===== config.mk =====
export PLATFORM = sky130hd
export DESIGN_NAME = store_merge_rmw
export DESIGN_NICKNAME = d
export VERILOG_FILES = /design/src/rtl/store_merge_rmw.sv
export SDC_FILE = /design/constraint.sdc
export NUM_CORES = 1
export LEC_CHECK = 0
export BUFFER_PORTS_ARGS = -buffer_cell sky130_fd_sc_hd__buf_2
export CAP_MARGIN = 10
export CORE_ASPECT_RATIO = 0.9
export CORE_UTILIZATION = 30
export CTS_CLUSTER_DIAMETER = 80
export DETAILED_ROUTE_END_ITERATION = 12
export PLACE_DENSITY = 0.67
export RECOVER_POWER = 100
export SYNTH_ARGS = -nofsm -noshare
export SYNTH_HDL_FRONTEND = slang
export SYNTH_SLANG_ARGS = --single-unit
export TNS_END_PERCENT = 30

===== constraint.sdc =====
create_clock -name clk -period 3.2 [get_ports clk]
set_input_delay 0.48 -clock clk [delete_from_list [all_inputs] [get_ports clk]]
set_output_delay 0.48 -clock clk [all_outputs]
set_load 0.01 [all_outputs]

===== src/rtl/store_merge_rmw.sv =====
// Store path in front of a single-port word SRAM that has no byte write-enables.
// Aligned word stores write directly. Byte and halfword stores read the word, merge the new lane in, and write it back.
module store_merge_rmw #(
  parameter int ADDR_W   = 8,
  parameter int READ_LAT = 1
) (
  input  logic              clk,
  input  logic              rst_n,
  input  logic              req_valid,
  output logic              req_ready,
  input  logic [ADDR_W+1:0] req_addr,
  input  logic [31:0]       req_data,
  input  logic [1:0]        req_conf,
  output logic              resp_valid,
  output logic              resp_err,
  output logic              sram_en,
  output logic              sram_we,
  output logic [ADDR_W-1:0] sram_addr,
  output logic [31:0]       sram_wdata,
  input  logic [31:0]       sram_rdata,
  output logic [2:0]        dbg_state
);

  // Request handshake: a request is taken when req_valid && req_ready at a rising edge.
  // req_ready is high only in IDLE, and a request held while busy is dropped.
  // resp_valid pulses for exactly one cycle per accepted request. resp_err is meaningful only with it.

  localparam int CNT_W = (READ_LAT > 1) ? $clog2(READ_LAT) : 1;

  typedef enum logic [2:0] {
    S_IDLE  = 3'd0,
    S_READ  = 3'd1,
    S_WAIT  = 3'd2,
    S_WRITE = 3'd3,
    S_ERR   = 3'd4
  } state_e;

  state_e             state_q, state_d;
  logic [CNT_W-1:0]   cnt_q;
  logic [ADDR_W-1:0]  waddr_q;
  logic [1:0]         off_q;
  logic               half_q;
  logic [31:0]        wdata_q;
  logic               accept;
  logic               req_bad;
  logic [31:0]        merged;

  assign accept = req_valid && (state_q == S_IDLE);

  // Error checks are listed in priority order. Every one of them leads to ERR.
  always_comb begin
    req_bad = 1'b0;
    if (req_conf == 2'b11)                            req_bad = 1'b1;
    else if (req_conf == 2'b01 && req_addr[0])        req_bad = 1'b1;
    else if (req_conf == 2'b10 && req_addr[1:0] != 0) req_bad = 1'b1;
  end

  always_ff @(posedge clk or negedge rst_n) begin
    if (!rst_n) state_q <= S_IDLE;
    else        state_q <= state_d;
  end

  always_comb begin
    state_d = S_IDLE;
    case (state_q)
      S_IDLE: begin
        if (!accept)                 state_d = S_IDLE;
        else if (req_bad)            state_d = S_ERR;
        else if (req_conf == 2'b10)  state_d = S_WRITE;
        else                         state_d = S_READ;
      end
      S_READ:  state_d = S_WAIT;
      S_WAIT:  state_d = (cnt_q == '0) ? S_WRITE : S_WAIT;
      S_WRITE: state_d = S_IDLE;
      S_ERR:   state_d = S_IDLE;
      default: state_d = S_IDLE;
    endcase
  end

  // The store data sits right-justified in wdata_q until the read word arrives.
  always_comb begin
    merged = sram_rdata;
    if (half_q) begin
      if (off_q[1]) merged[31:16] = wdata_q[15:0];
      else          merged[15:0]  = wdata_q[15:0];
    end else begin
      merged[{off_q, 3'b000} +: 8] = wdata_q[7:0];
    end
  end

  always_ff @(posedge clk or negedge rst_n) begin
    if (!rst_n) begin
      cnt_q   <= '0;
      waddr_q <= '0;
      off_q   <= '0;
      half_q  <= 1'b0;
      wdata_q <= '0;
    end else begin
      if (accept) begin
        waddr_q <= req_addr[ADDR_W+1:2];
        off_q   <= req_addr[1:0];
        half_q  <= req_conf[0];
        wdata_q <= req_data;
      end
      if (state_q == S_READ) begin
        cnt_q <= CNT_W'(READ_LAT - 1);
      end else if (state_q == S_WAIT) begin
        if (cnt_q == '0) wdata_q <= merged;
        else             cnt_q   <= cnt_q - 1'b1;
      end
    end
  end

  always_comb begin
    req_ready  = (state_q == S_IDLE);
    sram_en    = (state_q == S_READ) || (state_q == S_WRITE);
    sram_we    = (state_q == S_WRITE);
    resp_valid = (state_q == S_WRITE) || (state_q == S_ERR);
    resp_err   = (state_q == S_ERR);
    sram_addr  = waddr_q;
    sram_wdata = wdata_q;
    dbg_state  = state_q;
  end

endmodule


**Word level (Yosys, flattened, before mapping)**

Index checks and enable logic that the tools add are counted.

- Word-level logic and storage cells: 46
- Output and inout bits: 48
- Input bits: 79
- Flip-flop bits (word level): 47

- Mux-type cells: 19
- Shift-type cells: 2
- Reduce and logical (&&, ||, !) cells: 8
- Equality and inequality tests: 8
- Add/subtract/negate cells: 2

Operators by type and width:

| kind | number |
|---|---|
| 32-bit two-way mux | 5 |
| 32-bit bitwise mux | 1 |
| 16-bit two-way mux | 2 |
| 8-bit by 7-bit variable shift with 32-bit output (first input constant) | 1 |
| 8-bit by 7-bit variable part select with 32-bit output | 1 |
| 3-bit case mux with 3 select lines | 1 |
| 1-bit two-way mux | 7 |
| 5-bit negator with 7-bit output | 1 |
| 3-bit by 2-bit == test with 1-bit output (second input constant) | 2 |
| 3-bit two-way mux | 2 |
| 5-bit != test (second input constant) | 1 |
| 2-bit == test (second input constant) | 2 |
| 2-bit nonzero test | 2 |
| 3-bit by 1-bit == test with 1-bit output (second input constant) | 1 |
| 3-bit == test (second input constant) | 1 |
| 1-bit logical AND | 3 |
| 3-bit logical NOT | 1 |
| 2-bit by 1-bit == test with 1-bit output (second input constant) | 1 |
| 1-bit logical OR | 2 |
| 2-bit two-way mux | 1 |
| 1-bit subtractor (second input constant) | 1 |

**Logic depth before layout (Yosys ltp)**

- Depth in word-level cells: 8
- Depth in mapped cells: 9
- Gate-level depth less buffers: 6

**Least setup slack after synthesis**

OpenSTA, ideal clock, no wires.

- Kind: flip-flop to flip-flop
- Start: register off_q[1]
- End: register wdata_q[0], in the netlist sram_wdata[0]
- Data required time: 3.074 ns
- Path buffers: 2
- Arrival: 2.239 ns
- Slack: 0.835 ns
- Library setup time: 0.126 ns
- Period minus slack after synthesis: 2.365 ns
- Stages on the path, launching flop included: 9
- Path through: dfrtp_1 -> buf_2 -> buf_2 -> inv_1 -> ha_1 -> or4b_1 -> a21boi_2 -> nand2b_1 -> a211oi_1

- Longest elaborated chain between the ends: 7
- Elaborated cells on any way between the ends: 9
- Those cells by class: add/sub: 1; eq/ne: 1; shift: 2; mux: 5

Ends and longest elaborated chain:

| element | RTL line | text |
|---|---|---|
| start, declared | 41 | `logic [1:0] off_q;` |
| start signal, assigned | 101 | `off_q <= req_addr[1:0];` |
| 5-bit negator with 7-bit output | 87 | `merged[{off_q, 3'b000} +: 8] = wdata_q[7:0];` |
| 8-bit by 7-bit variable part select with 32-bit output or 8-bit by 7-bit variable shift with 32-bit output (tied branches) | 87 |  |
| 32-bit bitwise mux | 87 |  |
| 32-bit two-way mux | 83 | `if (half_q) begin` |
| 32-bit two-way mux | 108 | `if (cnt_q == '0) wdata_q <= merged;` |
| 32-bit two-way mux | 107 | `end else if (state_q == S_WAIT) begin` |
| 32-bit two-way mux | 105 | `if (state_q == S_READ) begin` |
| end signal, assigned | 103 | `wdata_q <= req_data;` |
| end signal, assigned | 108 |  |
| end, declared | 43 | `logic [31:0] wdata_q;` |

Several ways; a longest one is shown, not always the timed one.
A chain may end at the register's enable or synchronous reset.

**Final worst setup path**

- Start: register off_q[0]
- End: register wdata_q[6], in the netlist sram_wdata[6]

- Longest elaborated chain between the ends: 7
- Elaborated cells on any way between the ends: 8
- Those cells by class: add/sub: 1; shift: 2; mux: 5

Ends and longest elaborated chain:

| element | RTL line |
|---|---|
| 5-bit negator with 7-bit output (*) | 87 |
| 8-bit by 7-bit variable part select with 32-bit output or 8-bit by 7-bit variable shift with 32-bit output (tied branches) | 87 |
| 32-bit bitwise mux (*) | 87 |
| 32-bit two-way mux (*) | 83 |
| 32-bit two-way mux (*) | 108 |
| 32-bit two-way mux (*) | 107 |
| 32-bit two-way mux (*) | 105 |

Mark *: on every way between the ends. The rest lies on a longest branch, timed or not.

==> results by group <==
Synthesis
  • Top_reg_cell synth: dfrtp_1
  • Post-synthesis register bit count: 46
  • Mapped Nets: ~380
  • Avg Inst Size Synth: around 9.4 sq um
  • Mapped cell area: ~2800 sq um
  • Fraction of registers with async set/reset: 100.0%
  • Sequential fraction of the synthesis area: between 40 and 50%
  • EDFF count, synth: 0
  • Yosys warning total: 0
  • Unique cell type count in the Yosys netlist: 39
  • Cells after Synth: 294

Worst setup path
  • Crit Path Category: reg -> reg
  • CP cell instances: inv_1 > ha_1 > or4b_1 > a21boi_0 > nand2b_1 > a211oi_1
  • CP endpoint kind: flop
  • Critical Path Start Type: flop
  • Worst EP arrival: about 2800 ps
  • CP top delay family: simple AND/OR/NAND/NOR gates
  • Reg2Reg Setup Slack: roughly 600 ps
  • CP max stage cell: a21boi_0
  • Max incr delay on CP: a little under 600 ps
  • Worst R2R Start: off_q[0]
  • Crit path buf inv count: 1
  • FF-to-FF End: sram_wdata[6]
  • Crit Path Max Fanout: 11
  • Worst R2R Path Depth: 6
  • Worst EP required: about 3400 ps

Drt
  • First-pass DRT Iterations: 4
  • # DRC: 0
  • Avg WL per Cell: roughly 16 microns
  • DR vias: around 2700
  • Initial DRC Count: approximately 140
  • Total routed wirelength: 8.350 mm
  • Final ANT Viol Nets: 0
  • Vias per inst: 5.164

Final layout
  • Fill count: 897
  • Layout cell share with drive strength beyond 1: 22.74%
  • Commonest cells after routing, fill and taps aside: 79 x buf_2, 51 x clkbuf_1, 46 x nand2_1, 46 x dfrtp_1, 32 x mux2i_1
  • Area Overhead vs Synth: 26.15%
  • Final net count: between 400 and 500
  • Leading cell type in the layout, fill and taps excluded: buf_2

Global routing
  • Grt ovf: 0
  • First-pass GRT wire length: 12.55 mm
  • Initial antenna violation count: 0
  • Met1 Use GR: a little under a quarter
  • Gr busiest metal: met2
  • Met3 Usage GRT: about 4.0%
  • GRT Total Usage: between 10% and 20%
  • Largest net degree at the start of global routing: 47
  • Met2 Track Usage GR: 27.56%
  • Vias in the first global route: around 2400

Placed design
  • Detail Placement HPWL: ~6.3 mm
  • I/O Buffers: roughly 130
  • Post-Place Worst Slack: 1000 ps
  • Placer Congestion: around 0.9

Clocking
  • Clock H-tree levels: 2
  • Root Buffer: clkbuf_8
  • Resize count post-CTS: 0
  • CTS Hold Buffers Added: 0
  • Clock transition at path regs: approximately 90 ps
  • CTS tree: yes
  • Clock sinks: 46
  • Setup Buffers After CTS: 0
  • TritonCTS buffer count: 5
  • Worst-Skew Late Latency: about 300 ps
  • CTS Buffer Depth: 2

STA
  • Final Skew: 12.13 ps
  • Post-Route Setup TNS: 0 ps
  • RSZ-0062 raised after global routing: no
  • Final worst path period share: between 80% and 90%
  • Fin. Hold Viols: 0
  • Max Slew Vio Count: 0
  • Final critical-path required period: 2598 ps
  • Setup WS post-layout: approximately 600 ps
  • Min Hold Slack: roughly 360 ps
  • Relative slew slack: between 20 and 30%
  • Worst slew pin tran: roughly 1100 ps
  • F_max: around 380 MHz
  • Setup violators final: 0

Pwr
  • Tot Pwr: roughly 0.0034 W
  • Pwr dens: a little under 1000 nW/um^2
  • Pleak: between 1.5 and 2 nW
  • Max VDD drop: 0.0004538 V

Min path
  • Worst hold path class: in -> async

Floorplanning
  • Die H: approximately 93 microns
  • Ports: 127
  • Die footprint: between 9000 and 10000 sq um
  • Initial core utilization: between 30% and 40%
  • # rows: 32
  • Die Wd: around 100 microns
  • Core Box Area: 8768 sq um

Outcome
  • Status: complete, no violations

Run
  • Total of max-cap violations: 0
logic make-up (layout without fill, tap and decap cells):
logic type,Yosys count,in the layout,share of synthesized area (%)
buffers and inverters,31,146,5.691
DFF,46,46,41.55
muxes,32,32,11.56
and+or+nand+nor,103,103,18.56
AOI/OAI and AO/OA,76,76,20.05
adders and majority gates,5,5,2.258
other,0,1,0
xor gates and xnor gates,1,1,0.3162
cell usage after synthesis (5+ instances only):
cell,n,area (sq um)
buf_2,8,40.04
a21oi_1,8,40.04
dfrtp_1,46,1151
inv_1,7,26.28
a2bb2oi_1,5,43.79
nand3_1,22,110.1
o21ai_0,23,115.1
nand2b_1,5,31.28
ha_1,5,62.56
clkbuf_1,10,37.54
mux2i_1,32,320.3
o22ai_1,6,37.54
nand2_1,46,172.7
nor2_1,13,48.80
a221o_1,20,200.2
flip-flops by register name (all words and copies together), names as in the netlist:
register    flops
sram_wdata     32
sram_addr       8
dbg_state       3
off_q           2
half_q          1
worst max path at each step:
stage	from	end	slack (ps)	cells after the start
after floorplan	off_q[1]	sram_wdata[0]	840	8
after global placement	off_q[0]	sram_wdata[7]	1070	6
after detailed placement	off_q[0]	sram_wdata[6]	1000	6
after CTS	off_q[0]	sram_wdata[6]	950	6
after global routing	off_q[0]	sram_wdata[6]	430	6
final	off_q[0]	sram_wdata[6]	600	6
metrics by stage:
| stage | instances | utilization (%) | instance area, sq um |
|---|---|---|---|
| floorplan | 294 | - | 2770 |
| global placement | 520 | 39.48 | 3462 |
| detailed placement | 520 | 39.48 | 3462 |
| CTS | 528 | 40.74 | 3572 |
| global route | 528 | 39.83 | 3492 |
| finish | 529 | 39.85 | 3495 |
cell type report:
type | count | area [sq um] | share of cell area (%)
timing repair buffer | 131 | 598.1 | 17.11
multi-input combinational | 217 | 1458 | 41.71
tap | 119 | 148.9 | 4.261
antenna | 1 | 2.502 | 0.07161
clock buffer | 6 | 72.57 | 2.077
inverter | 7 | 26.28 | 0.7519
clock inverter | 2 | 37.54 | 1.074
sequential | 46 | 1151 | 32.94
power by group:
group / switching (W) / total, W / internal, W
combinational: 0.00102 / 0.00177 / 0.000757
sequential: 0.000356 / 0.00123 / 0.000872
clock: 0.000200 / 0.000434 / 0.000233
total: 0.00157 / 0.00344 / 0.00186
routing by layer:
| layer | vias up | part of all wire [%] |
|---|---|---|
| li1 | 1312 | - |
| met1 | 1298 | 45 |
| met5 | - | 0 |
| met2 | 118 | 46 |
| met4 | 0 | 0.41 |
| met3 | 4 | 7.7 |
No activity file was read; power rests on OpenSTA's default activity.
